`config.mk`:
```
export PLATFORM = sky130hd
export DESIGN_NAME = data_mem_arbiter
export DESIGN_NICKNAME = d
export VERILOG_FILES = /design/src/rtl/makina_pkg.sv /design/src/rtl/arb_wait_counter.sv /design/src/rtl/data_mem_arbiter.sv
export SDC_FILE = /design/constraint.sdc
export NUM_CORES = 1
export LEC_CHECK = 0
export CAP_MARGIN = 20
export CORE_MARGIN = 2
export CORE_UTILIZATION = 36
export DETAILED_ROUTE_END_ITERATION = 10
export PLACE_DENSITY_LB_ADDON = 0.1
export SLEW_MARGIN = 25
export SYNTH_ARGS = -nofsm -noshare
export SYNTH_HDL_FRONTEND = slang
export SYNTH_HIERARCHICAL = 1
export SYNTH_SLANG_ARGS = --single-unit
export TNS_END_PERCENT = 100
```
`constraint.sdc`:
```
create_clock -name clk -period 3.9 [get_ports clk]
set_clock_uncertainty 0.2 [all_clocks]
set_input_delay 0.585 -clock clk [delete_from_list [all_inputs] [get_ports clk]]
set_output_delay 0.585 -clock clk [all_outputs]
set_load 0.03 [all_outputs]
```
`src/rtl/makina_pkg.sv`:
```
// makina_pkg: shared widths, port ids and read-tag type for the data memory arbiter
package makina_pkg;
  localparam int DEF_DATA_W = 16;
  localparam int DEF_ADDR_W = 16;
  localparam logic PORT_CPU = 1'b0;
  localparam logic PORT_AUX = 1'b1;
  typedef struct packed {
    logic valid;
    logic port;
    logic oob;
  } rd_tag_t;
endpackage

```
`src/rtl/arb_wait_counter.sv`:
```
// arb_wait_counter: saturating count of consecutive cycles port 1 waited; force when it hits MAX_WAIT
module arb_wait_counter #(
  parameter int MAX_WAIT = 4
) (
  input  logic clk,
  input  logic rst_n,
  input  logic i_req,
  input  logic i_gnt,
  output logic o_force
);
  localparam logic [7:0] MAX = 8'(MAX_WAIT);
  logic [7:0] r_cnt;
  always_ff @(posedge clk or negedge rst_n)
    if (!rst_n) r_cnt <= '0;
    else if (!i_req || i_gnt) r_cnt <= '0;
    else if (r_cnt != MAX) r_cnt <= r_cnt + 8'd1;
  assign o_force = r_cnt == MAX;
endmodule

```
`src/rtl/data_mem_arbiter.sv`:
```
// data_mem_arbiter: shares one single-port 1-cycle-latency RAM between the CPU (p0) and an aux master (p1)
module data_mem_arbiter import makina_pkg::*; #(
  parameter int DATA_W    = DEF_DATA_W,
  parameter int ADDR_W    = DEF_ADDR_W,
  parameter int MEM_DEPTH = 64,
  parameter int MAX_WAIT  = 4
) (
  input  logic              clk,
  input  logic              rst_n,
  input  logic              p0_req,
  input  logic              p0_we,
  input  logic [ADDR_W-1:0] p0_addr,
  input  logic [DATA_W-1:0] p0_wdata,
  output logic              p0_gnt,
  output logic              p0_rvalid,
  output logic [DATA_W-1:0] p0_rdata,
  input  logic              p1_req,
  input  logic              p1_we,
  input  logic [ADDR_W-1:0] p1_addr,
  input  logic [DATA_W-1:0] p1_wdata,
  output logic              p1_gnt,
  output logic              p1_rvalid,
  output logic [DATA_W-1:0] p1_rdata,
  output logic              mem_en,
  output logic              mem_we,
  output logic [ADDR_W-1:0] mem_addr,
  output logic [DATA_W-1:0] mem_wdata,
  input  logic [DATA_W-1:0] mem_rdata,
  output logic              oob_err
);
  localparam logic [ADDR_W-1:0] DEPTH = ADDR_W'(MEM_DEPTH);
  logic              w_force, w_p1_win, w_any, w_we, w_inr;
  logic [ADDR_W-1:0] w_addr;
  logic [DATA_W-1:0] w_wdata, w_rd;
  rd_tag_t           r_tag;
  logic              r_oob;
  logic [DATA_W-1:0] r_rdata0, r_rdata1;

  arb_wait_counter #(.MAX_WAIT(MAX_WAIT)) u_wait (
    .clk     (clk),
    .rst_n   (rst_n),
    .i_req   (p1_req),
    .i_gnt   (p1_gnt),
    .o_force (w_force)
  );

  always_comb begin
    w_p1_win  = rst_n && p1_req && (!p0_req || w_force);
    p1_gnt    = w_p1_win;
    p0_gnt    = rst_n && p0_req && !w_p1_win;
    w_any     = p0_gnt || p1_gnt;
    w_we      = w_p1_win ? p1_we : p0_we;
    w_addr    = w_p1_win ? p1_addr : p0_addr;
    w_wdata   = w_p1_win ? p1_wdata : p0_wdata;
    w_inr     = w_addr < DEPTH;
    mem_en    = w_any && w_inr;
    mem_we    = w_any && w_we;
    mem_addr  = w_any ? w_addr : '0;
    mem_wdata = w_any ? w_wdata : '0;
    w_rd      = r_tag.oob ? '0 : mem_rdata;
  end

  // rdata follows the RAM in the response cycle and holds the last response otherwise
  always_ff @(posedge clk or negedge rst_n)
    if (!rst_n) begin
      r_tag    <= '0;
      r_oob    <= 1'b0;
      r_rdata0 <= '0;
      r_rdata1 <= '0;
    end else begin
      r_tag    <= '{valid: w_any && !w_we, port: w_p1_win, oob: !w_inr};
      r_oob    <= w_any && !w_inr;
      if (p0_rvalid) r_rdata0 <= w_rd;
      if (p1_rvalid) r_rdata1 <= w_rd;
    end

  assign p0_rvalid = r_tag.valid && r_tag.port == PORT_CPU;
  assign p1_rvalid = r_tag.valid && r_tag.port == PORT_AUX;
  assign p0_rdata  = p0_rvalid ? w_rd : r_rdata0;
  assign p1_rdata  = p1_rvalid ? w_rd : r_rdata1;
  assign oob_err   = r_oob;
endmodule

```
==> run_summary.xml <==
<?xml version="1.0" encoding="UTF-8"?>
<metrics>
  <group name="floorplan">
    <metric name="fp.coreArea" unit="mm²">0.00635</metric>
    <metric name="design.die.area" unit="mm²">0.00722</metric>
    <metric name="dieWidth" unit="µm">85.0</metric>
    <metric name="ios" unit="">157</metric>
    <metric name="die-height" unit="µm">85.0</metric>
    <metric name="initial_utilization" unit="">0.372</metric>
    <metric name="fp-row-count" unit="">29</metric>
  </group>
  <group name="sta">
    <metric name="maxSlewViolCount" unit="">0</metric>
    <metric name="min_period_over_period" unit="">0.949</metric>
    <metric name="actual_transition_at_the_worst_max_transition_pin" unit="ns">0.902</metric>
    <metric name="setup-tns-final" unit="ns">0</metric>
    <metric name="hold_viol_final" unit="">0</metric>
    <metric name="rsz_0062_raised_after_global_routing" unit="">yes</metric>
    <metric name="post-route-min-period" unit="ns">3.70</metric>
    <metric name="fmaxAchievable" unit="GHz">0.270</metric>
    <metric name="maxSlewHeadroom" unit="">0.397</metric>
    <metric name="setup_violations" unit="">0</metric>
  </group>
  <group name="worst_setup_path">
    <metric name="r2r_cells" unit="">10</metric>
    <metric name="timing.critical_path.slowest_cell_delay" unit="ns">0.46</metric>
    <metric name="worstPathCellList" unit="">inv_1 &gt; ha_1 &gt; or4b_1 &gt; or3_4 &gt; inv_1 &gt; o211ai_4 &gt; inv_2 &gt; buf_12 &gt; nand2_1 &gt; a21oi_1 &gt; buf_4</metric>
    <metric name="critPathKind" unit="">reg2out</metric>
    <metric name="timing.critical_path.to" unit="">mem_addr[10]</metric>
    <metric name="reg2reg_to" unit="">u_wait/r_cnt[3]</metric>
    <metric name="critPathSlowestCell" unit="">or4b_1</metric>
    <metric name="worst_setup_path_startpoint" unit="">u_wait/r_cnt[0]</metric>
    <metric name="worst_setup_path_end_kind" unit="">output port</metric>
    <metric name="crit_path_start_kind" unit="">register</metric>
    <metric name="ff2ff_setup_slack" unit="ns">0.97</metric>
    <metric name="worst_r2r_startpoint" unit="">u_wait/r_cnt[0]</metric>
    <metric name="cp_data_required_time" unit="ns">3.12</metric>
    <metric name="cp.arrival" unit="ns">2.92</metric>
    <metric name="crit_path_max_fanout" unit="">36</metric>
    <metric name="timing.critical_path.mode_cell" unit="">inv_1</metric>
  </group>
  <group name="synth">
    <metric name="mappedNetlistNets" unit="">382</metric>
    <metric name="synthDominantAreaCellType" unit="">dfrtp_1</metric>
    <metric name="asyncSetResetFlopFracSynth" unit="">1.00</metric>
    <metric name="synth_common_cells" unit="">100 x nand2_1, 44 x dfrtp_1, 36 x o21ai_0</metric>
    <metric name="synth_top_family_by_area" unit="">simple AND/OR/NAND/NOR gates</metric>
    <metric name="ys_seq_elements" unit="">44</metric>
    <metric name="postSynth.topFlopCell" unit="">dfrtp_1</metric>
    <metric name="synth-xor-area-share" unit="">0.00371</metric>
    <metric name="synth_area_leaders" unit="">dfrtp_1 47%, nand2_1 16%, o21ai_0 7.6%, a21oi_1 7.4%, nand2b_1 5.0%</metric>
    <metric name="synth_area_per_cell" unit="µm²">8.03</metric>
    <metric name="synth.yosys.seq_area_share" unit="">0.466</metric>
    <metric name="area_share_of_fa_ha_maj_cells_after_synthesis" unit="">0.0106</metric>
    <metric name="synth_mux_area_frac" unit="">0.0143</metric>
    <metric name="synth-compound-area-share" unit="">0.179</metric>
    <metric name="synth_top_area_share" unit="">0.466</metric>
    <metric name="post_synthesis_cell_type_count" unit="">31</metric>
    <metric name="ys.warnings.count" unit="">6</metric>
    <metric name="synth-simple-area-share" unit="">0.286</metric>
    <metric name="synth_enable_flop_cells" unit="">0</metric>
    <metric name="syn_inst" unit="">294</metric>
    <metric name="synth.most_common_cell" unit="">nand2_1</metric>
    <metric name="synth.cell_area" unit="mm²">0.00236</metric>
  </group>
  <group name="detailed_routing">
    <metric name="routedWlPerCell" unit="µm">13.7</metric>
    <metric name="drc" unit="">0</metric>
    <metric name="vias_per_cell" unit="">4.89</metric>
    <metric name="detail-route-antenna-nets" unit="">0</metric>
    <metric name="vias" unit="">2576</metric>
    <metric name="drt-total-wl" unit="µm">7230</metric>
    <metric name="first_iter_violations" unit="">83</metric>
    <metric name="firstDrtPassIters" unit="">4</metric>
  </group>
  <group name="place">
    <metric name="finalWeightedCongestion" unit="">0.845</metric>
    <metric name="dp_hpwl" unit="µm">5730</metric>
    <metric name="placedInstanceArea" unit="mm²">0.00392</metric>
    <metric name="numPortBuffers" unit="">156</metric>
  </group>
  <group name="hold_path">
    <metric name="hold_class" unit="">reg2reg</metric>
    <metric name="min-delay-start" unit="">r_rdata0[0]</metric>
  </group>
  <group name="power">
    <metric name="vdd_drop_max" unit="V">0.000267</metric>
    <metric name="power.density" unit="mW/mm²">312</metric>
    <metric name="power_leakage" unit="nW">1.77</metric>
  </group>
  <group name="global_route">
    <metric name="initial_antenna_violation_count" unit="">0</metric>
    <metric name="grt_max_degree" unit="">44</metric>
    <metric name="grt_overflow_total" unit="">0</metric>
    <metric name="grt_pass1_wl" unit="µm">11600</metric>
    <metric name="track_usage" unit="">0.195</metric>
    <metric name="grt_pass1_vias" unit="">2456</metric>
  </group>
  <group name="clocking">
    <metric name="cts-htree-levels" unit="">2</metric>
    <metric name="clk_transition_reported_paths" unit="ns">0.08</metric>
    <metric name="tritoncts" unit="">yes</metric>
    <metric name="insertion_delay_of_the_later_clocked_pin_in_the_worst_skew_pair" unit="ns">0.29</metric>
    <metric name="ctsLongestPathBuffers" unit="">2</metric>
    <metric name="tritoncts_num_sinks" unit="">44</metric>
    <metric name="post_cts_buffers" unit="">0</metric>
    <metric name="cts-buffers-inserted" unit="">5</metric>
    <metric name="cts_root_buf" unit="">clkbuf_8</metric>
  </group>
  <group name="cells_and_area">
    <metric name="number_of_nets_at_the_end_of_the_flow" unit="">537</metric>
    <metric name="area_growth" unit="%">70.8</metric>
    <metric name="layout-drive-gt1-share" unit="">0.129</metric>
    <metric name="postLayoutCellArea" unit="mm²">0.00403</metric>
    <metric name="n_fill_cell" unit="">559</metric>
    <metric name="n_antenna_cell" unit="">0</metric>
  </group>
  <group name="outcome">
    <metric name="run_status" unit="">finished clean</metric>
  </group>
  <group name="job">
    <metric name="cap_violations" unit="">0</metric>
  </group>
</metrics>
## critical path, delay by kind of cell, from the launching register on
kind / cells / cell delay [ns]
simple gates: 3 / 0.93
fa+ha+maj: 1 / 0.14
compound gates: 2 / 0.34
flops: 1 / 0.44
buf+inv: 5 / 0.78
## metrics by stage
step                      hold slack (ns)  worst slack, ns  utilization  cells  power (mW)
final                               0.297            0.200        0.635    527        1.26
after global routing                0.323         0.000947        0.635    527        1.33
after CTS                           0.302           0.0267        0.634    527        1.27
after detailed placement            0.222            0.211        0.618    518       0.984
after global placement              0.223            0.307        0.618    518       0.976
after floorplan                    0.0894            0.165            -    294       0.744
## worst min-delay path by stage
stage	cells after the start	slack, ns	end
2_1_floorplan	0	0.09	oob_err
3_3_place_gp	1	0.22	u_wait/r_cnt[3]
3_5_place_dp	1	0.22	u_wait/r_cnt[3]
4_1_cts	2	0.30	r_rdata0[10]
5_1_grt	2	0.32	r_rdata0[5]
6_report	2	0.30	r_rdata0[0]
## timing repair
action	CTS	global route
gates resized for setup	3	5
hold buffers	1	0
setup endpoints to repair	3	33
endpoints found under the hold margin	1	0
## routing by layer
layer / global-route usage / wire length (µm) / up-vias / share of wire
li1: - / - / 1293 / -
met1: 0.252 / 2990 / 1194 / 0.41
met2: 0.337 / 3810 / 87 / 0.53
met3: 0.0516 / 424 / 2 / 0.059
met4: 0.0260 / 10 / 0 / 0.0014
met5: 0 / 0 / - / 0
## layout by cell type (no fill, tap or decap), drive strengths merged, types with 5 or more instances in the layout
| cell | n |
|---|---|
| a21oi | 35 |
| buf | 41 |
| clkbuf | 8 |
| clkdlybuf4s50 | 119 |
| dfrtp | 44 |
| inv | 8 |
| nand2 | 100 |
| nand2b | 19 |
| nand3 | 5 |
| o21ai | 37 |
## cells by family (layout without fill, tap and decap cells)
kind of cell / after synthesis / after routing
adder cells (fa/ha/maj): 2 / 2
AO/OA/AOI/OAI: 78 / 78
AND/OR/NAND/NOR: 142 / 142
flip-flops: 44 / 44
multiplexers: 3 / 3
XOR/XNOR: 1 / 1
buffers and inverters: 24 / 180
## layout make-up
class | count | area, µm² | share of cell area
repair buffers | 164 | 1540 | 0.382
multi-input cells | 226 | 1170 | 0.290
flip-flops and latches | 44 | 1100 | 0.273
well taps | 77 | 96.3 | 0.0239
clock buffers | 7 | 86.3 | 0.0214
inverters | 8 | 30.0 | 0.00745
clock inverters | 1 | 7.51 | 0.00186
## power by group
part           switching (mW)  total (mW)  internal [mW]
clock network           0.142       0.286          0.144
registers              0.0148       0.514          0.499
logic                   0.253       0.459          0.206
total                   0.409        1.26          0.849
## state kept, by name, indices dropped and copies added, names as in the netlist
register / count
r_rdata0: 16
u_wait/r_cnt: 8
oob_err: 1
r_tag: 3
r_rdata1: 16
Power figures use the tool's default switching activity.
